## src/rtl/fu_pkg.sv

```systemverilog
// rtl/fu_pkg.sv - shared encodings, state codes and latency defaults for the FU issue controller
package fu_pkg;

  localparam logic [1:0] CLS_ALU   = 2'd0;
  localparam logic [1:0] CLS_SHIFT = 2'd1;
  localparam logic [1:0] CLS_MADD  = 2'd2;
  localparam logic [1:0] CLS_ILL   = 2'd3;

  localparam int EN_ALU  = 2;
  localparam int EN_BS   = 1;
  localparam int EN_MADD = 0;

  typedef logic [1:0] fu_state_t;
  localparam fu_state_t ST_IDLE = 2'd0;
  localparam fu_state_t ST_EXEC = 2'd1;
  localparam fu_state_t ST_CAPT = 2'd2;
  localparam fu_state_t ST_RESP = 2'd3;

  localparam int DEF_MADD_LAT = 3;
  localparam int DEF_ALU_LAT  = 1;
  localparam int DEF_BS_LAT   = 1;

  function automatic int max3(input int a, input int b, input int c);
    int m;
    m = (a > b) ? a : b;
    return (m > c) ? m : c;
  endfunction

  // One-hot sub-unit enable for a legal class; illegal class never enables anything.
  function automatic logic [2:0] cls_en(input logic [1:0] cls);
    logic [2:0] en;
    en = 3'b000;
    case (cls)
      CLS_ALU:   en[EN_ALU]  = 1'b1;
      CLS_SHIFT: en[EN_BS]   = 1'b1;
      CLS_MADD:  en[EN_MADD] = 1'b1;
      default:   en = 3'b000;
    endcase
    return en;
  endfunction

endpackage

```

## src/rtl/rr_arb2.sv

```systemverilog
// rtl/rr_arb2.sv - two-way round-robin arbiter; pointer moves past the winner on each accepted grant
module rr_arb2 (
  input  logic       clk,
  input  logic       rst,
  input  logic [1:0] req,
  input  logic       advance,
  output logic [1:0] gnt,
  output logic       pri
);

  always_comb begin
    gnt = 2'b00;
    case (req)
      2'b01:   gnt = 2'b01;
      2'b10:   gnt = 2'b10;
      2'b11:   gnt = pri ? 2'b10 : 2'b01;
      default: gnt = 2'b00;
    endcase
  end

  always_ff @(posedge clk) begin
    if (rst) begin
      pri <= 1'b0;
    end else if (advance) begin
      pri <= gnt[0];
    end
  end

endmodule

```

## src/rtl/fu_issue_ctrl.sv

```systemverilog
// rtl/fu_issue_ctrl.sv - shares a non-pipelined ALU/shifter/MADD unit between two requesters
module fu_issue_ctrl
  import fu_pkg::*;
#(
  parameter int MADD_LAT = DEF_MADD_LAT,
  parameter int ALU_LAT  = DEF_ALU_LAT,
  parameter int BS_LAT   = DEF_BS_LAT
) (
  input  logic        CLOCK,
  input  logic        RESET,
  input  logic [1:0]  REQ_VALID,
  output logic [1:0]  REQ_READY,
  input  logic [1:0]  REQ0_CLASS,
  input  logic [1:0]  REQ1_CLASS,
  input  logic [3:0]  REQ0_OP,
  input  logic [3:0]  REQ1_OP,
  input  logic [31:0] REQ0_A,
  input  logic [31:0] REQ0_B,
  input  logic [31:0] REQ0_C,
  input  logic [31:0] REQ1_A,
  input  logic [31:0] REQ1_B,
  input  logic [31:0] REQ1_C,
  output logic [2:0]  FU_EN,
  output logic [3:0]  FU_OP,
  output logic [31:0] FU_A,
  output logic [31:0] FU_B,
  output logic [31:0] FU_C,
  input  logic [31:0] FU_Z,
  output logic        RES_VALID,
  input  logic        RES_READY,
  output logic        RES_TAG,
  output logic        RES_ERR,
  output logic [31:0] RES_DATA
);

  localparam int MAX_LAT = max3(MADD_LAT, ALU_LAT, BS_LAT);
  localparam int CW      = $clog2(MAX_LAT) + 1;

  fu_state_t     state;
  logic [CW-1:0] cnt;
  logic [1:0]    gnt;
  logic          pri;
  logic          hs;
  logic          win_id;
  logic [1:0]    win_cls;
  logic [3:0]    win_op;
  logic [31:0]   win_a, win_b, win_c;

  function automatic logic [CW-1:0] cls_lat(input logic [1:0] cls);
    logic [CW-1:0] l;
    l = '0;
    case (cls)
      CLS_ALU:   l = CW'(ALU_LAT);
      CLS_SHIFT: l = CW'(BS_LAT);
      CLS_MADD:  l = CW'(MADD_LAT);
      default:   l = '0;
    endcase
    return l;
  endfunction

  rr_arb2 u_arb (
    .clk     (CLOCK),
    .rst     (RESET),
    .req     (REQ_VALID),
    .advance (hs),
    .gnt     (gnt),
    .pri     (pri)
  );

  assign REQ_READY = (state == ST_IDLE && !RESET) ? gnt : 2'b00;
  assign hs        = |(REQ_VALID & REQ_READY);
  assign RES_VALID = (state == ST_RESP);

  assign win_id  = gnt[1];
  assign win_cls = win_id ? REQ1_CLASS : REQ0_CLASS;
  assign win_op  = win_id ? REQ1_OP    : REQ0_OP;
  assign win_a   = win_id ? REQ1_A     : REQ0_A;
  assign win_b   = win_id ? REQ1_B     : REQ0_B;
  assign win_c   = win_id ? REQ1_C     : REQ0_C;

  // FU_EN is a plain flop loaded on entry to and exit from EXEC so the unit's clock gates never glitch.
  always_ff @(posedge CLOCK) begin
    if (RESET) begin
      state    <= ST_IDLE;
      cnt      <= '0;
      FU_EN    <= 3'b000;
      FU_OP    <= 4'h0;
      FU_A     <= 32'h0;
      FU_B     <= 32'h0;
      FU_C     <= 32'h0;
      RES_TAG  <= 1'b0;
      RES_ERR  <= 1'b0;
      RES_DATA <= 32'h0;
    end else begin
      case (state)
        ST_IDLE: begin
          if (hs) begin
            FU_OP   <= win_op;
            FU_A    <= win_a;
            FU_B    <= win_b;
            FU_C    <= win_c;
            RES_TAG <= win_id;
            cnt     <= cls_lat(win_cls);
            if (win_cls == CLS_ILL) begin
              RES_ERR  <= 1'b1;
              RES_DATA <= 32'h0;
              state    <= ST_RESP;
            end else begin
              FU_EN <= cls_en(win_cls);
              state <= ST_EXEC;
            end
          end
        end
        ST_EXEC: begin
          cnt <= cnt - CW'(1);
          if (cnt == CW'(1)) begin
            FU_EN <= 3'b000;
            state <= ST_CAPT;
          end
        end
        ST_CAPT: begin
          RES_DATA <= FU_Z;
          RES_ERR  <= 1'b0;
          state    <= ST_RESP;
        end
        ST_RESP: begin
          if (RES_READY) begin
            state <= ST_IDLE;
          end
        end
        default: state <= ST_IDLE;
      endcase
    end
  end

endmodule
```

## config.mk

```make
export PLATFORM = sky130hd
export DESIGN_NAME = fu_issue_ctrl
export DESIGN_NICKNAME = d
export VERILOG_FILES = /design/src/rtl/fu_pkg.sv /design/src/rtl/rr_arb2.sv /design/src/rtl/fu_issue_ctrl.sv
export SDC_FILE = /design/constraint.sdc
export NUM_CORES = 1
export LEC_CHECK = 0
export CAP_MARGIN = 20
export CORE_MARGIN = 5
export CORE_UTILIZATION = 30
export DETAILED_ROUTE_END_ITERATION = 16
export GPL_TIMING_DRIVEN = 0
export PLACE_DENSITY = 0.64
export RECOVER_POWER = 50
export SYNTH_ARGS = -nofsm -noshare
export SYNTH_HDL_FRONTEND = slang
export SYNTH_SLANG_ARGS = --single-unit
```

## constraint.sdc

```tcl
create_clock -name CLOCK -period 2.1 [get_ports CLOCK]
set_clock_uncertainty 0.15 [all_clocks]
set_input_delay 0.42 -clock CLOCK [delete_from_list [all_inputs] [get_ports CLOCK]]
set_output_delay 0.42 -clock CLOCK [all_outputs]
set_load 0.02 [all_outputs]
```

### Word-level counts from Yosys, hierarchy flattened

Cells that the tools add are included.

| word-level totals | value |
|---|---|
| flip-flop bits (word level) | 143 |
| bits in latches | 0 |
| bits in writable memories | 0 |
| ROM bits | 0 |
| output and inout port bits | 140 |
| logic and storage cells | 70 |
| memories | 0 |

| operators by class | value |
|---|---|
| add/sub/neg operators | 1 |
| multipliers | 0 |
| div/mod/pow operators | 0 |
| order comparisons | 0 |
| eq/ne operators | 15 |
| shift-type cells | 0 |
| multiplexer cells | 29 |
| bitwise operators | 1 |
| reduce and logical (&&, ||, !) cells | 13 |

Operators with widths:

| kind | number |
|---|---|
| two-way mux 32 bit | 5 |
| case mux 32 bit (2 select lines) | 1 |
| two-way mux 2 bit | 7 |
| == test 2 bit (second input constant) | 6 |
| two-way mux 3 bit | 4 |
| case mux 3 bit (2 select lines) | 2 |
| case mux 2 bit (4 select lines) | 1 |
| == test 2 x 1 -> 1 bit (second input constant) | 3 |
| inequality test 2 bit (second input constant) | 3 |
| case mux 2 bit (3 select lines) | 1 |
| AND reduction 3 bit | 2 |
| two-way mux 1 bit | 5 |
| logical NOT 2 bit | 2 |
| two-way mux 4 bit | 1 |
| inequality test 2 x 1 -> 1 bit (second input constant) | 2 |
| case mux 2 bit (2 select lines) | 1 |
| AND reduction 2 bit | 2 |
| AND reduction 4 bit | 1 |
| nonzero test 2 bit | 2 |
| OR reduction 2 bit | 2 |
| == test 3 x 1 -> 1 bit (second input constant) | 1 |
| subtractor 3 x 1 -> 3 bit (second input constant) | 1 |
| bitwise AND 2 bit | 1 |
| case mux 1 bit (2 select lines) | 1 |
| 2 further kinds | 2 |

### Longest topological paths before layout

Gate-level depths: netlist (run 1).

| depth | value |
|---|---|
| word-level depth | 8 |
| mapped depth | 9 |
| depth with buffers taken out | 7 |

### By module

Synthesis (run 1) repeated with hierarchy kept, for this count alone.

| unflattened totals | value |
|---|---|
| cell total of the unflattened synthesis | 676 |
| area, all modules | 6,257.3 um^2 |

Modules (own cells, without submodules):

| module | instances | cells an instance | area an instance (um^2) |
|---|---|---|---|
| fu_issue_ctrl | 1 | 669 | 6,189.7 |
| rr_arb2 | 1 | 7 | 67.6 |

### Worst setup path after synthesis (run 1)

OpenSTA, ideal clock, no wires.

| path | value |
|---|---|
| kind | flip-flop to output port |
| start | register state[0] |
| end | output port REQ_READY[1] |
| arrival | 1,328 ps |
| required time | 1,530 ps |
| setup slack | 202 ps |
| stages on the path, launching flop included | 8 |
| path buffers | 1 |
| path through | dfxtp_1 > inv_1 > ha_1 > nand2b_1 > nor2_4 > nand2_2 > buf_2 > inv_2 |

| on the way | value |
|---|---|
| longest elaborated chain between the ends | 3 |

Ends and longest elaborated chain:

| element | line | RTL |
|---|---|---|
| start: declaration | fu_issue_ctrl.sv:39 | `fu_state_t state;` |
| start signal: assignment | fu_issue_ctrl.sv:84 | `state <= ST_IDLE;` |
| start signal: assignment | fu_issue_ctrl.sv:107 | `state <= ST_RESP;` |
| start signal: assignment | fu_issue_ctrl.sv:110 | `state <= ST_EXEC;` |
| logical NOT 2 bit | fu_issue_ctrl.sv:70 | `assign REQ_READY = (state == ST_IDLE && !RESET) ? gnt : 2'b00;` |
| logical AND 1 bit | fu_issue_ctrl.sv:70 |  |
| two-way mux 2 bit | fu_issue_ctrl.sv:70 |  |
| end: declaration | fu_issue_ctrl.sv:12 | `output logic [1:0] REQ_READY,` |

No other way between the ends.

### Worst setup path in the final report (run 1)

| path | value |
|---|---|
| start | register state[0] |
| end | register RES_DATA[6] |

| on the way | value |
|---|---|
| longest elaborated chain between the ends | 7 |

Ends and longest elaborated chain:

| element | line | RTL |
|---|---|---|
| logical NOT 2 bit | fu_issue_ctrl.sv:70, fu_issue_ctrl.sv:95 |  |
| logical AND 1 bit | fu_issue_ctrl.sv:70 |  |
| two-way mux 2 bit | fu_issue_ctrl.sv:70 |  |
| bitwise AND 2 bit | fu_issue_ctrl.sv:71 | `assign hs = \|(REQ_VALID & REQ_READY);` |
| OR reduction 2 bit | fu_issue_ctrl.sv:71 |  |
| inequality test 2 bit (no line) | n/a |  |
| AND reduction 3 bit (no line) | n/a |  |
| end signal: assignment | fu_issue_ctrl.sv:93 | `RES_DATA <= 32'h0;` |
| end signal: assignment | fu_issue_ctrl.sv:106 | `RES_DATA <= 32'h0;` |
| end signal: assignment | fu_issue_ctrl.sv:122 | `RES_DATA <= FU_Z;` |
| end: declaration | fu_issue_ctrl.sv:33 | `output logic [31:0] RES_DATA` |

Several ways; a longest one is shown, not always the timed one.
A chain may end at the register's enable or synchronous reset.

==> impl_metrics.env, run 1 <==
export IMPL_synth_top_area_cell="dfxtp_1"
export IMPL_die_w_um=165.1
export IMPL_dp_slack_ps=-1209
export IMPL_final_cells=1485
export IMPL_ant_nets=0
export IMPL_clock_latency_ps=430
export IMPL_grt_pass1_vias=7858
export IMPL_die_h_um=165.1
export IMPL_synth_warnings=0
export IMPL_startpoint_type="register"
export IMPL_grt_overflow=0
export IMPL_post_synth_top_count_cell="dfxtp_1"
export IMPL_synth_nets=993
export IMPL_antenna_found_initial=4
export IMPL_initial_core_util_pct=30.56
export IMPL_setup_violations=0
export IMPL_dieArea_um2=27260
export IMPL_relSlewSlack_pct=60.13
export IMPL_grt_pass1_wl_um=46730
export IMPL_hold_class="register to register"
export IMPL_power_density_nw_per_um2=1260
export IMPL_syn_to_final_growth_pct=69.80
export IMPL_vias=7913
export IMPL_drtIter0Drc=434
export IMPL_drv_cap=0
export IMPL_hold_path_startpoint="FU_B[7]"
export IMPL_htree_levels=4
export IMPL_timing_rr_start="state[0]"
export IMPL_fill_cells=2230
export IMPL_clk_pin_slew_ps=70
export IMPL_grt_max_degree=19
export IMPL_nNetsFinal=1398
export IMPL_ys_seq_elements=143
export IMPL_dr_wl_met3_um=2397
export IMPL_netlist_top_cells_count="143 x dfxtp_1, 99 x a21o_1, 70 x o221a_1, 39 x nand2_1, 37 x nor2b_1"
export IMPL_final_period_utilization_pct=97.76
export IMPL_core_um2=23610
export IMPL_hpwl_um=24860
export IMPL_worstMarginPinSlew_ps=598.1
export IMPL_endpoint_kind="register"
export IMPL_finalHoldViolCount=0
export IMPL_rsz0062_at_grt="true"
export IMPL_synthTopCellsByArea="dfxtp_1 40%, o221a_1 11%, a21o_1 10%"
export IMPL_synth_edf_count=0
export IMPL_wl_met1_um=13330
export IMPL_regArea_um2=2868
export IMPL_holdWs_ps=317.3
export IMPL_pin_count=381
export IMPL_cts_root_buf="clkbuf_16"
export IMPL_crit_type="register to register"
export IMPL_power_mw=15.44
export IMPL_clock_path_buffers=2
export IMPL_synth_ff_type="dfxtp_1"
export IMPL_avgRoutedWirePerCell_um=21.99
export IMPL_dp_cells=1443
export IMPL_worst_slack_ps=47.11
export IMPL_yosysSeqAreaShare_pct=39.67
export IMPL_cts_buffers=17
export IMPL_cp_max_fo=10
export IMPL_via_per_inst=5.329
export IMPL_wl_met2_um=16190
export IMPL_synth_top_area_share_pct=39.67
export IMPL_gp_congestion=0.8502
export IMPL_drv_slew=0
export IMPL_required_ps=2250
export IMPL_multi_input_area_um2=4011
export IMPL_status="finished clean"
export IMPL_routed_wl_um=32650
export IMPL_rows=56
export IMPL_tns_ps=0
export IMPL_drive_gt1_share_pct=16.08
export IMPL_port_buffer_count=379
export IMPL_cp_startpoint="state[0]"
export IMPL_p_leak_nw=4.950
export IMPL_max_vdd_ir_drop_uv=523.8
export IMPL_drc_errors=0
export IMPL_ys_async_sr_fraction_pct=0
export IMPL_fin_crit_ps=2053
export IMPL_synthDistinctLibCells=48
export IMPL_synth_cells=745
export IMPL_max_freq_mhz=487.1
export IMPL_cts_hold_buf=0
export IMPL_cts_tree="built"
export IMPL_syn_area_um2=7217
export IMPL_top_layer="met5"
export IMPL_critical_path_arrival_ps=2200
export IMPL_track_usage_pct=22.15
export IMPL_synth_area_per_cell_um2=9.687
export IMPL_cts_sinks=143
export IMPL_firstDrtPassIters=5
per-stage QoR:
| stage | instance area, um^2 | utilization, % |
|---|---|---|
| after floorplan | 7217 | - |
| after global placement | 11410 | 48.32 |
| after detailed placement | 11410 | 48.32 |
| after CTS | 12140 | 51.43 |
| after global routing | 12250 | 51.89 |
| final | 12250 | 51.90 |
what timing repair did:
item | 4_1_cts | 5_1_grt
endpoints found under the setup margin | 137 | 39
pin swaps | 4 | 2
gates resized for setup | 39 | 32
setup buffers | 7 | 3
final timing paths:
check	endpoint	slack (ps)	cells after the start
setup / recovery	RES_DATA[6]	50	9
setup reg to reg	RES_DATA[6]	50	9
hold reg to reg	FU_B[7]	320	2
hold / removal	FU_B[7]	320	2
layout make-up:
cell class | count | area share (%)
well taps | 319 | 3.257
inverters | 9 | 0.3369
diodes | 3 | 0.06126
clock buffers | 18 | 3.584
multi-input cells | 504 | 32.73
plain buffers | 86 | 3.655
clock inverters | 14 | 1.409
flip-flops and latches | 143 | 23.40
repair buffers | 389 | 31.56
worst max-delay path: stages, from the launching register on:
cell and delay [ps]:
dfxtp_4 350, inv_4 70, ha_4 160, nor2b_4 220, buf_4 140, o21ai_2 120
buf_6 190, buf_2 210, a31oi_1 200, o211ai_2 110
registers in the layout, summed over array words and instances, names as in the netlist:
signal,count
u_arb.pri,1
FU_EN,3
state,2
RES_TAG,1
FU_OP,4
FU_A,32
RES_ERR,1
FU_C,32
FU_B,32
RES_DATA,32
cnt,3
per-layer routing:
layer	vias up	GRT usage, %
li1	3732	-
met1	3831	27.76
met2	301	36.75
met3	45	6.081
met4	4	7.486
met5	-	0
cells by family after synthesis:
logic type | synth area share (%)
adders and majority gates | 1.214
buffers and inverters | 6.484
AOI/OAI and AO/OA | 36.93
DFF | 39.67
muxes | 0.1387
and+or+nand+nor | 15.57
where the power goes:
group | total (mW) | internal (mW) | switching (mW) | leakage (nW)
clock network | 3.23 | 1.83 | 1.39 | 0.295
logic | 7.85 | 3.90 | 3.95 | 3.47
registers | 4.36 | 3.77 | 0.589 | 1.19
total | 15.4 | 9.51 | 5.93 | 4.95
layout by cell type (no fill, tap or decap), types with 4 or more instances in the layout:
master | Yosys | routed
clkdlybuf4s50_1 | 0 | 374
dfxtp_1 | 143 | 141
a21o_1 | 99 | 99
o221a_1 | 70 | 70
nand2_1 | 39 | 38
nor2b_1 | 37 | 36
nand4_1 | 34 | 34
or3_1 | 33 | 33
nor3_1 | 33 | 33
buf_2 | 35 | 31
o221a_2 | 30 | 30
o211ai_2 | 27 | 27
clkbuf_1 | 35 | 23
a31oi_1 | 34 | 23
buf_4 | 9 | 17
clkbuf_16 | 0 | 17
a31oi_2 | 0 | 11
clkbuf_2 | 0 | 9
buf_1 | 7 | 8
buf_6 | 3 | 7
nand2b_1 | 7 | 6
o211ai_1 | 6 | 6
a21oi_1 | 6 | 6
ha_1 | 7 | 6
inv_1 | 6 | 4
o21ai_1 | 4 | 4
nor2_1 | 4 | 4
o21ai_0 | 4 | 4
inv_8 | 0 | 4
(Power assumes the default switching activity.)
==> inputs of run 2 (changes only) <==
--- a/config.mk
+++ b/config.mk
@@ -8,6 +8,7 @@
 export CAP_MARGIN = 20
 export CORE_MARGIN = 5
 export CORE_UTILIZATION = 30
+export CTS_CLUSTER_SIZE = 20
 export DETAILED_ROUTE_END_ITERATION = 16
 export GPL_TIMING_DRIVEN = 0
 export PLACE_DENSITY = 0.64
==> results of run 2 <==
Same layout as run 1: the final DEF is identical, and so are final timing and power.
==> patch (flow settings as in run 2) <==
The package constant `DEF_BS_LAT` goes from 1 to 2.
--- a/src/rtl/fu_pkg.sv
+++ b/src/rtl/fu_pkg.sv
@@ -20,3 +20,3 @@
   localparam int DEF_ALU_LAT  = 1;
-  localparam int DEF_BS_LAT   = 1;
+  localparam int DEF_BS_LAT   = 2;
 
Formal check against the unedited RTL: not equivalent (Yosys sat finds a counterexample within 4 cycles, from zero or initial values and one cycle with RESET high).
==> patch against run 2 <==
  * Synthesized area fell by 6.1%
  * Combinational power fell by 28%
  * Via count fell by 16%
  * Cell area fell by 0.67%
  * Worst setup slack got worse by 0.034 ns
  * Core utilization rose by 2.4 points
  * Die area fell by 5.8%
  * Total power fell by 21%
  * Hold slack got worse by 0.19 ns
  * Routed wire length fell by 22%
  * Sequential cell count did not move
  * Critical path type is now reg2out
  * Critical endpoint is now REQ_READY[0]
  * Largest cell class unchanged
  * Largest power group unchanged
==> patch: results (changes against run 2) <==
- Status: finished clean (unchanged)
- Final Non-Filler Cells: 1398 (was 1485)
- Flop pwr share: 29.0% (was 28.3%)
- Dpl ws: -0.923 ns (was -1.21 ns)
- Synth top cells by count: dfxtp_1 (143), nor2_1 (106), mux2i_1 (101) (was dfxtp_1 (143), a21o_1 (99), o221a_1 (70))
- DRT iter0 DRCs: 190 (was 434)
- Critical Path AT: 1.52 ns (was 2.20 ns)
- First-pass GRT wire length: 38.9 mm (was 46.7 mm)
- Compound-cell area share of the yosys netlist: 23.1% (was 36.9%)
- DRT Pass-1 Iters: 4 (was 5)
- Sw Pwr: 4.50 mW (was 5.93 mW)
- Final HPWL DP: 19.5 mm (was 24.9 mm)
- Avg WL per Cell: 18.3 um (was 22.0 um)
- Synth area leaders: dfxtp_1 (42%), a211oi_2 (16%), mux2i_1 (15%) (was dfxtp_1 (40%), o221a_1 (11%), a21o_1 (10%))
- Post_cts resized: 76 (was 39)
- DP Cell Count: 1342 (was 1443)
- Adder-Cell Fraction of Synth Area: 2.03% (was 1.21%)
- CTS Buffer Depth: 2 (unchanged)
- Port buffer count: 378 (was 379)
- Yosys cell types: 38 (was 48)
- Initial antenna violation count: 1 (was 4)
- RD Place Congestion: 0.774 (was 0.850)
- Relative slew slack: 49.6% (was 60.1%)
- HP Class: in2reg (was reg2reg)
- Seq/Total Area, Yosys: 42.3% (was 39.7%)
- Area after DPL: 0.0110 mm^2 (was 0.0114 mm^2)
- Multiplexer share of the synthesized area: 15.1% (was 0.139%)
- VDD IR max: 547 uV (was 524 uV)
- LEAKAGE: 4.70 nW (was 4.95 nW)
- Power Clock: 3.02 mW (was 3.23 mW)
- Largest net degree at the start of global routing: 17 (was 19)
- Post-CTS Setup Bufs: 14 (was 7)
- Ratio of cells with drive above 1 in the final layout: 23.1% (was 16.1%)
- GRT Util Overall: 19.2% (was 22.1%)
- Switch share: 36.9% (was 38.4%)
- Avg Synthesized Cell Area: 9.98 um^2 (was 9.69 um^2)
- Via Count: 6639 (was 7913)
- Number of global-route vias before repair: 6785 (was 7858)
[patch: final cells by class]
cell class                      count  area (um^2)
Fill cell                        2068        10300
Timing Repair Buffer              403         4080
Multi-Input combinational cell    465         3840
Sequential cell                   143         2870
Clock buffer                       20          467
Buffer                             58          388
Tap cell                          285          357
Clock inverter                     12          123
Inverter                           11         48.8
Antenna cell                        1         2.50
[patch: worst max-delay path: stages (launching register included)]
cell and delay, ns:
dfxtp_4 0.36, inv_4 0.07, ha_4 0.18, nor2b_4 0.16, and3_4 0.20, buf_6 0.12
[patch: final timing paths]
check,slack [ns],cells past startpoint,end,startpoint
max reg2reg,0.02,10,RES_DATA[10],u_arb.pri
min reg2reg,0.30,2,RES_DATA[0],RES_DATA[0]
min,0.12,2,u_arb.pri,REQ_VALID[1]
max,0.01,5,REQ_READY[0],state[1]
[patch: per-layer routing]
layer	vias to the layer above	GRT usage, %	routed length [um]
met3	26	6.40	1920
met1	3085	22.5	10500
met5	-	0	0
li1	3284	-	-
met2	244	33.2	12700
met4	0	5.79	414
